[config.mk]
export PLATFORM = sky130hd
export DESIGN_NAME = fastram_refresh_arbiter_flat
export DESIGN_NICKNAME = d
export VERILOG_FILES = /design/src/rtl/fastram_refresh_arbiter_if.sv /design/src/rtl/fastram_refresh_arbiter.sv /design/src/flat_wrapper.sv
export SDC_FILE = /design/constraint.sdc
export NUM_CORES = 1
export LEC_CHECK = 0
export ABC_AREA = 1
export BUFFER_PORTS_ARGS = -buffer_cell sky130_fd_sc_hd__buf_2
export CAP_MARGIN = 20
export CORE_MARGIN = 5
export CORE_UTILIZATION = 40
export CTS_BUF_LIST = sky130_fd_sc_hd__clkbuf_8
export DETAILED_ROUTE_END_ITERATION = 16
export GPL_TIMING_DRIVEN = 0
export PLACE_DENSITY = 0.65
export SKIP_LAST_GASP = 1
export SYNTH_ARGS = -nofsm -noshare
export SYNTH_HDL_FRONTEND = slang
export SYNTH_SLANG_ARGS = --single-unit
[constraint.sdc]
create_clock -name CLK -period 1.5 [get_ports CLK]
set_clock_uncertainty 0.1 [all_clocks]
set_input_delay 0.075 -clock CLK [delete_from_list [all_inputs] [get_ports CLK]]
set_output_delay 0.075 -clock CLK [all_outputs]
set_load 0.01 [all_outputs]
[src/rtl/fastram_refresh_arbiter_if.sv]
// fastram_refresh_arbiter_if: request and DRAM strobe bundle between address decode and the FastRAM arbiter
interface fastram_refresh_arbiter_if #(
  parameter int PW = 3
);
  logic          REQ;
  logic          REQ_U;
  logic          REQ_L;
  logic          ACK;
  logic          RASn;
  logic          UCASn;
  logic          LCASn;
  logic          ROW_SEL;
  logic [PW-1:0] REF_PENDING;
  logic          REF_OVF;
  modport master (
    output REQ, REQ_U, REQ_L,
    input  ACK, RASn, UCASn, LCASn, ROW_SEL, REF_PENDING, REF_OVF
  );
  modport slave (
    input  REQ, REQ_U, REQ_L,
    output ACK, RASn, UCASn, LCASn, ROW_SEL, REF_PENDING, REF_OVF
  );
endinterface

[src/rtl/fastram_refresh_arbiter.sv]
// fastram_refresh_arbiter: FastRAM RAS/CAS sequencer for CPU accesses and queued CAS-before-RAS refreshes
// Build option REFRESH_BURST_EN: defer refreshes behind CPU traffic (queue up to MAX_PENDING); otherwise single flag.
module fastram_refresh_arbiter #(
  parameter  int REFRESH_INTERVAL = 110,
  parameter  int MAX_PENDING      = 4,
  parameter  int T_RAS_REF        = 2,
  parameter  int T_RP             = 1,
  localparam int PW               = $clog2(MAX_PENDING + 1)
) (
  input logic                      CLK,
  input logic                      RESET,
  fastram_refresh_arbiter_if.slave bus
);
`ifdef REFRESH_BURST_EN
  localparam int MAXP = MAX_PENDING;
`else
  localparam int MAXP = 1;
`endif
  localparam int TW = $clog2(REFRESH_INTERVAL);
  localparam int CW = $clog2((T_RAS_REF > T_RP ? T_RAS_REF : T_RP) + 1);
  typedef enum logic [2:0] {IDLE, ACC_RAS, ACC_CAS, REF_CAS, REF_RAS, PRE} state_t;
  state_t        state_q, state_d;
  logic [TW-1:0] timer_q, timer_d;
  logic [CW-1:0] cnt_q, cnt_d;
  logic [PW-1:0] pend_q, pend_d;
  logic          ovf_q, ovf_d;
  logic          ack_q, ack_d;
  logic          ras_n_q, ras_n_d;
  logic          ucas_n_q, ucas_n_d;
  logic          lcas_n_q, lcas_n_d;
  logic          row_sel_q, row_sel_d;
  logic          tick, dec, full;
  always_comb begin
    state_d = state_q;
    cnt_d   = cnt_q;
    tick    = timer_q == TW'(REFRESH_INTERVAL - 1);
    timer_d = tick ? '0 : timer_q + 1'b1;
    dec     = state_q == REF_CAS;
    full    = pend_q == PW'(MAXP);
    unique case (state_q)
`ifdef REFRESH_BURST_EN
      IDLE:    state_d = full ? REF_CAS : bus.REQ ? ACC_RAS : pend_q != '0 ? REF_CAS : IDLE;
`else
      IDLE:    state_d = pend_q != '0 ? REF_CAS : bus.REQ ? ACC_RAS : IDLE;
`endif
      ACC_RAS: state_d = bus.REQ ? ACC_CAS : PRE;
      ACC_CAS: state_d = bus.REQ ? ACC_CAS : PRE;
      REF_CAS: state_d = REF_RAS;
      REF_RAS: begin
        state_d = cnt_q == CW'(T_RAS_REF - 1) ? PRE : REF_RAS;
        cnt_d   = cnt_q == CW'(T_RAS_REF - 1) ? '0 : cnt_q + 1'b1;
      end
      PRE: begin
        state_d = cnt_q == CW'(T_RP - 1) ? IDLE : PRE;
        cnt_d   = cnt_q == CW'(T_RP - 1) ? '0 : cnt_q + 1'b1;
      end
      default: state_d = IDLE;
    endcase
    pend_d    = (tick && !dec) ? (full ? pend_q : pend_q + 1'b1) : (dec && !tick) ? pend_q - 1'b1 : pend_q;
    ovf_d     = ovf_q | (tick & ~dec & full);
    ack_d     = state_q == ACC_RAS && state_d == ACC_CAS;
    ras_n_d   = !(state_d inside {ACC_RAS, ACC_CAS, REF_RAS});
    ucas_n_d  = state_d == ACC_CAS ? ~bus.REQ_U : !(state_d inside {REF_CAS, REF_RAS});
    lcas_n_d  = state_d == ACC_CAS ? ~bus.REQ_L : !(state_d inside {REF_CAS, REF_RAS});
    row_sel_d = state_d != ACC_CAS;
  end
  always_ff @(posedge CLK) begin
    if (RESET) begin
      state_q   <= IDLE;
      timer_q   <= '0;
      cnt_q     <= '0;
      pend_q    <= '0;
      ovf_q     <= 1'b0;
      ack_q     <= 1'b0;
      ras_n_q   <= 1'b1;
      ucas_n_q  <= 1'b1;
      lcas_n_q  <= 1'b1;
      row_sel_q <= 1'b1;
    end else begin
      state_q   <= state_d;
      timer_q   <= timer_d;
      cnt_q     <= cnt_d;
      pend_q    <= pend_d;
      ovf_q     <= ovf_d;
      ack_q     <= ack_d;
      ras_n_q   <= ras_n_d;
      ucas_n_q  <= ucas_n_d;
      lcas_n_q  <= lcas_n_d;
      row_sel_q <= row_sel_d;
    end
  end
  assign bus.ACK         = ack_q;
  assign bus.RASn        = ras_n_q;
  assign bus.UCASn       = ucas_n_q;
  assign bus.LCASn       = lcas_n_q;
  assign bus.ROW_SEL     = row_sel_q;
  assign bus.REF_PENDING = pend_q;
  assign bus.REF_OVF     = ovf_q;
endmodule

[src/flat_wrapper.sv]
// flat-port wrapper written by rule: the top's interface ports become plain ports
module fastram_refresh_arbiter_flat 
#(
  parameter  int REFRESH_INTERVAL = 110,
  parameter  int MAX_PENDING      = 4,
  parameter  int T_RAS_REF        = 2,
  parameter  int T_RP             = 1,
  localparam int PW               = $clog2(MAX_PENDING + 1)
)
  (CLK, RESET, bus_REQ, bus_REQ_U, bus_REQ_L, bus_ACK, bus_RASn, bus_UCASn, bus_LCASn, bus_ROW_SEL, bus_REF_PENDING, bus_REF_OVF);
  fastram_refresh_arbiter_if #(.PW(PW)) bus_i ();
  input logic CLK;
  input logic RESET;
  input wire logic [$bits(bus_i.REQ)-1:0] bus_REQ;
  input wire logic [$bits(bus_i.REQ_U)-1:0] bus_REQ_U;
  input wire logic [$bits(bus_i.REQ_L)-1:0] bus_REQ_L;
  output wire logic [$bits(bus_i.ACK)-1:0] bus_ACK;
  output wire logic [$bits(bus_i.RASn)-1:0] bus_RASn;
  output wire logic [$bits(bus_i.UCASn)-1:0] bus_UCASn;
  output wire logic [$bits(bus_i.LCASn)-1:0] bus_LCASn;
  output wire logic [$bits(bus_i.ROW_SEL)-1:0] bus_ROW_SEL;
  output wire logic [$bits(bus_i.REF_PENDING)-1:0] bus_REF_PENDING;
  output wire logic [$bits(bus_i.REF_OVF)-1:0] bus_REF_OVF;
  assign bus_i.REQ = bus_REQ;
  assign bus_i.REQ_U = bus_REQ_U;
  assign bus_i.REQ_L = bus_REQ_L;
  assign bus_ACK = bus_i.ACK;
  assign bus_RASn = bus_i.RASn;
  assign bus_UCASn = bus_i.UCASn;
  assign bus_LCASn = bus_i.LCASn;
  assign bus_ROW_SEL = bus_i.ROW_SEL;
  assign bus_REF_PENDING = bus_i.REF_PENDING;
  assign bus_REF_OVF = bus_i.REF_OVF;
  fastram_refresh_arbiter #(.REFRESH_INTERVAL(REFRESH_INTERVAL), .MAX_PENDING(MAX_PENDING), .T_RAS_REF(T_RAS_REF), .T_RP(T_RP)) u_core (.CLK(CLK), .RESET(RESET), .bus(bus_i));
endmodule
==> results of run 1 <==
flip-flops by register name, indices dropped and copies added (netlist names):
signal	cells
u_core.bus.ACK	1
u_core.bus.LCASn	1
u_core.bus.RASn	1
u_core.bus.REF_OVF	1
u_core.bus.REF_PENDING	3
u_core.bus.ROW_SEL	1
u_core.bus.UCASn	1
u_core.cnt_q	2
u_core.state_q	3
u_core.timer_q	7
how the worst max path moves through the flow:
stage,start,end,slack (ps),cells past startpoint
4_1_cts,u_core.timer_q[0]$_SDFF_PP0_,u_core.bus.REF_PENDING[1]$_SDFFE_PP0P_,-0.008,8
3_5_place_dp,u_core.timer_q[0]$_SDFF_PP0_,u_core.bus.REF_PENDING[1]$_SDFFE_PP0P_,-50,8
6_report,u_core.timer_q[1]$_SDFF_PP0_,u_core.bus.REF_PENDING[1]$_SDFFE_PP0P_,-9,9
2_1_floorplan,u_core.timer_q[0]$_SDFF_PP0_,u_core.bus.REF_PENDING[1]$_SDFFE_PP0P_,110,8
3_3_place_gp,u_core.timer_q[0]$_SDFF_PP0_,u_core.bus.REF_PENDING[1]$_SDFFE_PP0P_,-3,8
5_1_grt,u_core.timer_q[1]$_SDFF_PP0_,u_core.bus.REF_PENDING[2]$_SDFFE_PP0P_,-100,8
logic make-up after synthesis:
family | Yosys count | synth area share, %
compound gates | 15 | 7.472
xor+xnor | 3 | 2.308
fa+ha+maj | 9 | 9.890
buf+inv | 21 | 6.923
flops | 21 | 36.92
simple gates | 77 | 36.48
worst max-delay path: stages, from the launching register on:
cell and delay, ps:
dfxtp_2 340, inv_2 60, ha_4 130, nand2_4 50, nor3_4 300, nand3_2 170, nand2_4 120, nand2_2 60
nand2_2 50, nor2_2 40
final cells by class:
type / instances / share of cell area, %
plain buffers: 1 / 0.2752
clock buffers: 3 / 3.028
clock inverters: 1 / 0.3670
inverters: 20 / 5.505
multi-input cells: 104 / 51.47
flip-flops and latches: 21 / 31.56
well taps: 31 / 2.844
repair buffers: 13 / 4.954
layer usage:
metal  track usage (%)  routed length (µm)
met1             14.58                 939
met2             20.05                1173
met3             3.908                 103
met4             3.117                  20
met5                 0                   0
cells in the final DEF, fill, tap and decap left out, drive strengths merged:
cell    synthesis  layout
ha              9       9
and3            2       2
or2             3       3
o21a            1       1
a21oi           7       7
nand3          15      15
nor2           18      18
buf             0      13
inv            20      20
clkbuf          1       4
xor2            2       2
o21ai           5       5
nor3            4       4
nor3b           2       2
xnor2           1       1
nand3b          1       1
a31oi           1       1
dfxtp          21      21
nand2          29      29
nor4            1       1
nand4           2       2
clkinv          0       1
o211ai          1       1
power by group through the flow:
| stage | clock network (mW) | registers, mW | logic [mW] |
|---|---|---|---|
| floorplan | 0 | 0.681 | 0.227 |
| global placement | 0 | 0.671 | 0.315 |
| detailed placement | 0 | 0.674 | 0.319 |
| CTS | 0.382 | 0.662 | 0.322 |
| global route | 0.408 | 0.682 | 0.403 |
| finish | 0.370 | 0.673 | 0.352 |
per-stage QoR:
stage,TNS (ps),hold WS [ps],instances,util (%)
final,-13.49,2.526,194,49.89
after global routing,-646.0,17.10,194,49.89
after CTS,-0.008327,3.407,193,47.00
after detailed placement,-127.9,284.2,189,45.26
after global placement,-3.339,281.2,189,45.26
after floorplan,0,181.0,146,-
repair_timing:
action,CTS,global route
gates cloned,0,0
endpoints found under the setup margin,8,14
pin swaps,2,10
setup buffers,0,1
gates resized for setup,1,27
hold buffers,0,0
==> metrics, run 1 <==
outcome=finished with violations; failing checks=setup timing; Synth area leader=dfxtp_1; Min-Delay Endpoint=u_core.bus.UCASn$_SDFF_PP1_; Nets=178; Num CTS Buffers=3; H-Tree Depth=1; Psw=453.2 µW; worst hold path class=input port to flop; placed cell area=1237 µm²; Total Wirelength=2.237 mm; Post-Syn Nets=160; cells after synthesis=146; final worst-path cycle share=100.6%; hpwl dp=1.732 mm; wire per inst=11.53 µm; crit path launch type=flop; Die Width=63.35 µm; diode count=0; GR Util All Layers=11.95%; Area contributors post-synth=dfxtp_1 37%, ha_1 9.9%, nand2_1 7.6%, nand3_1 5.3%, inv_1 5.3%; Initial Util=41.65%; Multi-input gate area=701.9 µm²; peak supply drop=0.0008599 V; Finished Cell Area=1364 µm²; Reg2Reg Launch Point=u_core.timer_q[1]$_SDFF_PP0_; Worst-Skew Late Latency=260 ps; register area=430.4 µm²; P per Cell Area=1023 nW/µm²; pin count of the biggest net entering global routing=13; worst min-delay path startpoint=bus_REQ_U; pre-CTS WS=-51.02 ps; Final Power=1.395 mW; clk buf depth=2; RSZ-0062 raised after global routing=true; Required @ worst endpoint=1570 ps; Cell Rows=19; sequential share of the synthesized area=36.92%; FF+latch count, synth=21; Slew @ Worst Pin=398.9 ps; Routed Antenna Nets=0; Post-synth top cells=23 x nand2_1, 21 x dfxtp_1, 16 x inv_1, 15 x nor2_1, 12 x nand3_1; Root Buffer=clkbuf_8; share of power burned in registers=48.2%; ys flop type=dfxtp_1; 1st-iter DRT viols=38; max-cap violation count=0; syn avg cell area=7.799 µm²; layout cells sized above 1=36.20%; Sw Ratio=32.50%; Worst-path clk slew=80 ps; final RePlAce weighted congestion=0.7898; vias=972; # fillers=275; endpoints failing hold=0; DR pass1 iterations=4; Ys Warns=0; minimum clock period=1509 ps; initial antenna violation count=0; post-synth cell types=32; Area growth syn-to-layout=19.78%; share of power burned in combinational logic=25.3%; worst hold path depth=3; # setup viols final=3; r2r worst-path depth=9; CP Capture Type=flop; flop2flop setup slack=-9 ps; vias in the first global route=935; Int Power=941.4 µW; die height=63.35 µm; crit-path max FO=5; I/O pin count=14; Peak Freq=662.8 MHz; IO Port Bufs=12; global route overflow=0; CTS tree=built; Post-Synthesis Cell Area=1139 µm²; CTS sink count=21; top-count cell post-synth=nand2_1; final slew viol count=0; top-area cell type share of the netlist area=36.92%; FF-to-FF End=u_core.bus.REF_PENDING[1]$_SDFFE_PP0P_; CORE AREA=2734 µm²; Clock power frac=26.5%; WP data arrival=1580 ps; DRC errors left=0; first-pass GRT wire length=3.967 mm; kind of critical path=flop to flop; fin worst setup slack=-8.852 ps; die area=4013 µm²; Slew HR=73.41%; leakage=0.6180 nW; Post-synth EDFFs=0; asr flop ratio synth=0%; drt via density=5.010
No activity file was read; power rests on OpenSTA's default activity.
==> inputs of run 2 (changes only) <==
--- a/config.mk
+++ b/config.mk
@@ -5,7 +5,6 @@
 export SDC_FILE = /design/constraint.sdc
 export NUM_CORES = 1
 export LEC_CHECK = 0
-export ABC_AREA = 1
 export BUFFER_PORTS_ARGS = -buffer_cell sky130_fd_sc_hd__buf_2
 export CAP_MARGIN = 20
 export CORE_MARGIN = 5
==> run 2 against run 1 <==
The flow still finishes with violations (setup timing); routed wire length rose by 11%; count of clock-buffer cells in the layout did not move; non-clock buffer count up 10; synthesized cell count fell by 11%; first-iteration DRC count fell by 58%; fmax fell by 11%; sequential share of layout area fell by 2.1 points.
==> metrics, run 2 <==
Non-Filler Instances=185 (-4.6%); failing checks=setup timing; die area=3906 µm² (-2.7%); Finished Cell Area=1489 µm² (+9.2%); Post-Syn Nets=144 (-10%); Worst-Skew Late Latency=260 ps (about the same); placed cell area=1232 µm² (-0.40%); ys flop type=dfxtp_1; Num CTS Buffers=3 (unchanged); wire per inst=13.41 µm (+16%); peak supply drop=0.001095 V (+27%); CP Capture Type=flop; post-synth cell types=38 (+19%); crit path launch=u_core.timer_q[1]$_SDFF_PP0_; die height=62.50 µm (-1.3%); Initial Util=41.03% (-0.61 points); drt via density=5.330 (+6.4%); Worst-path clk slew=80 ps (about the same); Post-synth top cells=21 x dfxtp_1, 21 x nor2_1, 9 x ha_1, 8 x inv_1, 7 x nand2_1; CTS sink count=21 (unchanged); vias=986 (+1.4%); Required @ worst endpoint=1600 ps (+30 ps); P per Cell Area=1636 nW/µm² (+60%); vias in the first global route=992 (+6.1%); final worst-path cycle share=112.9% (+12 points); DR pass1 iterations=4 (unchanged); global route overflow=0 (unchanged); Slew HR=67.13% (-6.3 points); Worst Setup EP=u_core.bus.REF_PENDING[2]$_SDFFE_PP0P_; fin worst setup slack=-193.6 ps (-184.8 ps); Synth area leader=dfxtp_1; top-area cell type share of the netlist area=38.14% (+1.2 points); leakage=0.5844 nW (-5.4%); initial antenna violation count=0 (unchanged); # setup viols final=5 (+2); Root Buffer=clkbuf_8; hpwl dp=1.703 mm (-1.7%); FF+latch count, synth=21 (unchanged); final RePlAce weighted congestion=0.8285 (+4.9%); Post-Synthesis Cell Area=1102 µm² (-3.2%); H-Tree Depth=1 (unchanged); sequential share of the synthesized area=38.14% (+1.2 points); DRC errors left=0 (unchanged); Multi-input gate area=779.5 µm² (+11%); layout cells sized above 1=37.01% (+0.82 points); Placed Instances=174 (-7.9%); 1st-iter DRT viols=16 (-58%); Die Width=62.50 µm (-1.3%); max reg flops=7 (unchanged); minimum clock period=1694 ps (+184.8 ps); final slew viol count=0 (unchanged); Cell Rows=19 (unchanged); Util after Layout=55.43% (+5.5 points); Peak Freq=590.4 MHz (-11%); Ys Warns=0 (unchanged); leading cell type in the layout, fill and taps excluded=nor2_1; worst hold path class=input port to flop; diode count=0 (unchanged); CORE AREA=2686 µm² (-1.7%); crit-path max FO=4 (-1); endpoints failing hold=0 (unchanged); Largest Register=u_core.timer_q; IO Port Bufs=13 (+1); most frequent cells in the layout=19 x nor2_1, 13 x buf_2, 13 x dfxtp_1, 7 x nand2_1, 6 x ha_1; asr flop ratio synth=0% (unchanged); outcome=finished with violations; Slew @ Worst Pin=493.1 ps (+94.17 ps); clk buf depth=2 (unchanged); Total Wirelength=2.480 mm (+11%); syn avg cell area=8.479 µm² (+8.7%); crit path launch type=flop; register area=437.9 µm² (+1.7%); Setup TNS=-538.2 ps (-524.7 ps); RSZ-0062 raised after global routing=true; Reg2Reg Launch Point=u_core.timer_q[1]$_SDFF_PP0_; max-cap violation count=0 (unchanged); CTS tree=built; GR Util All Layers=13.15% (+1.2 points); Final Power=2.436 mW (+75%); I/O pin count=14 (unchanged); Area growth syn-to-layout=35.07%; FF-to-FF End=u_core.bus.REF_PENDING[2]$_SDFFE_PP0P_; Routed Antenna Nets=0 (unchanged); # fillers=240 (-13%); WP data arrival=1790 ps (+210 ps); Nets=169 (-5.1%); flop2flop setup slack=-190 ps (-180 ps); r2r worst-path depth=6 (-3); pin count of the biggest net entering global routing=13 (unchanged); first-pass GRT wire length=4.284 mm (+8.0%); kind of critical path=flop to flop; Area contributors post-synth=dfxtp_1 38%, ha_1 10%, nor2_1 7.2%, xor2_1 3.2%, nor3_1 2.7%; Post-synth EDFFs=0 (unchanged); cells after synthesis=130 (-11%)
[run 2: cell types whose count changed in the layout (fill, tap and decap cells not counted), sizes merged, moves of 7 or more]
cell   previous run  this run
nand3            15         3
inv              20         8
buf              13        20
nand2            29         7
[run 2: repair_timing]
item,in CTS,in global routing
hold buffers,1,0
endpoints found under the hold margin,1,0
setup endpoints to repair,15,15
buffers inserted,6,1
resized for setup,16,24
pin swaps,6,7
[run 2: report_power, final]
group / internal (mW) / switching (mW)
Clock: 0.185 / 0.193
Sequential: 0.687 / 0.123
Combinational: 0.568 / 0.680
[run 2: layer usage]
layer  track usage, %  wire length [µm]  vias up
li1                 -                 -      502
met2            20.98              1178       28
met1            16.19              1115      449
met5                0                 0        -
met3            2.698               121        7
met4            7.692                65        0
[run 2: cell type report]
cell class                 instances  share of cell area, %
clock inverter                     1                 0.3361
tap                               31                  2.605
timing repair buffer              21                  9.076
buffer                             3                  1.261
sequential                        21                  29.41
multi-input combinational         97                  52.35
clock buffer                       3                  2.773
inverter                           8                  2.185
[run 2: cell families after synthesis]
kind of cell / count (synthesis) / synth area share, %
AND/OR/NAND/NOR: 56 / 25.66
AO/OA/AOI/OAI: 23 / 14.30
flip-flops: 21 / 38.14
buffers and inverters: 12 / 4.086
adder cells (fa/ha/maj): 9 / 10.22
XOR/XNOR: 6 / 4.767
multiplexers: 3 / 2.838
[run 2: worst max-delay path: stages, from the launching register on]
cell and delay (ps):
dfxtp_2 330, inv_2 60, ha_4 110, nand4b_1 230, or4_1 470, a211o_1 280
o21ai_2 50
[run 2: through the flow]
step                hold slack [ps]  setup slack [ps]
floorplan                     67.31            -137.6
global placement              277.4            -231.0
detailed placement            272.8            -261.0
CTS                           21.89            -180.3
global route                  64.36            -282.4
finish                        30.11            -193.6
[run 2: how the worst min path moves through the flow]
stage                    from                            to  slack [ps]  cells after the start
detailed placement      RESET  u_core.state_q[2]$_SDFF_PP0_         270                      2
global placement        RESET  u_core.state_q[2]$_SDFF_PP0_         280                      2
floorplan               RESET  u_core.state_q[2]$_SDFF_PP0_          70                      1
finish              bus_REQ_L   u_core.bus.LCASn$_SDFF_PP1_          30                      4
CTS                 bus_REQ_L   u_core.bus.LCASn$_SDFF_PP1_          20                      4
global route        bus_REQ_L   u_core.bus.LCASn$_SDFF_PP1_          60                      4
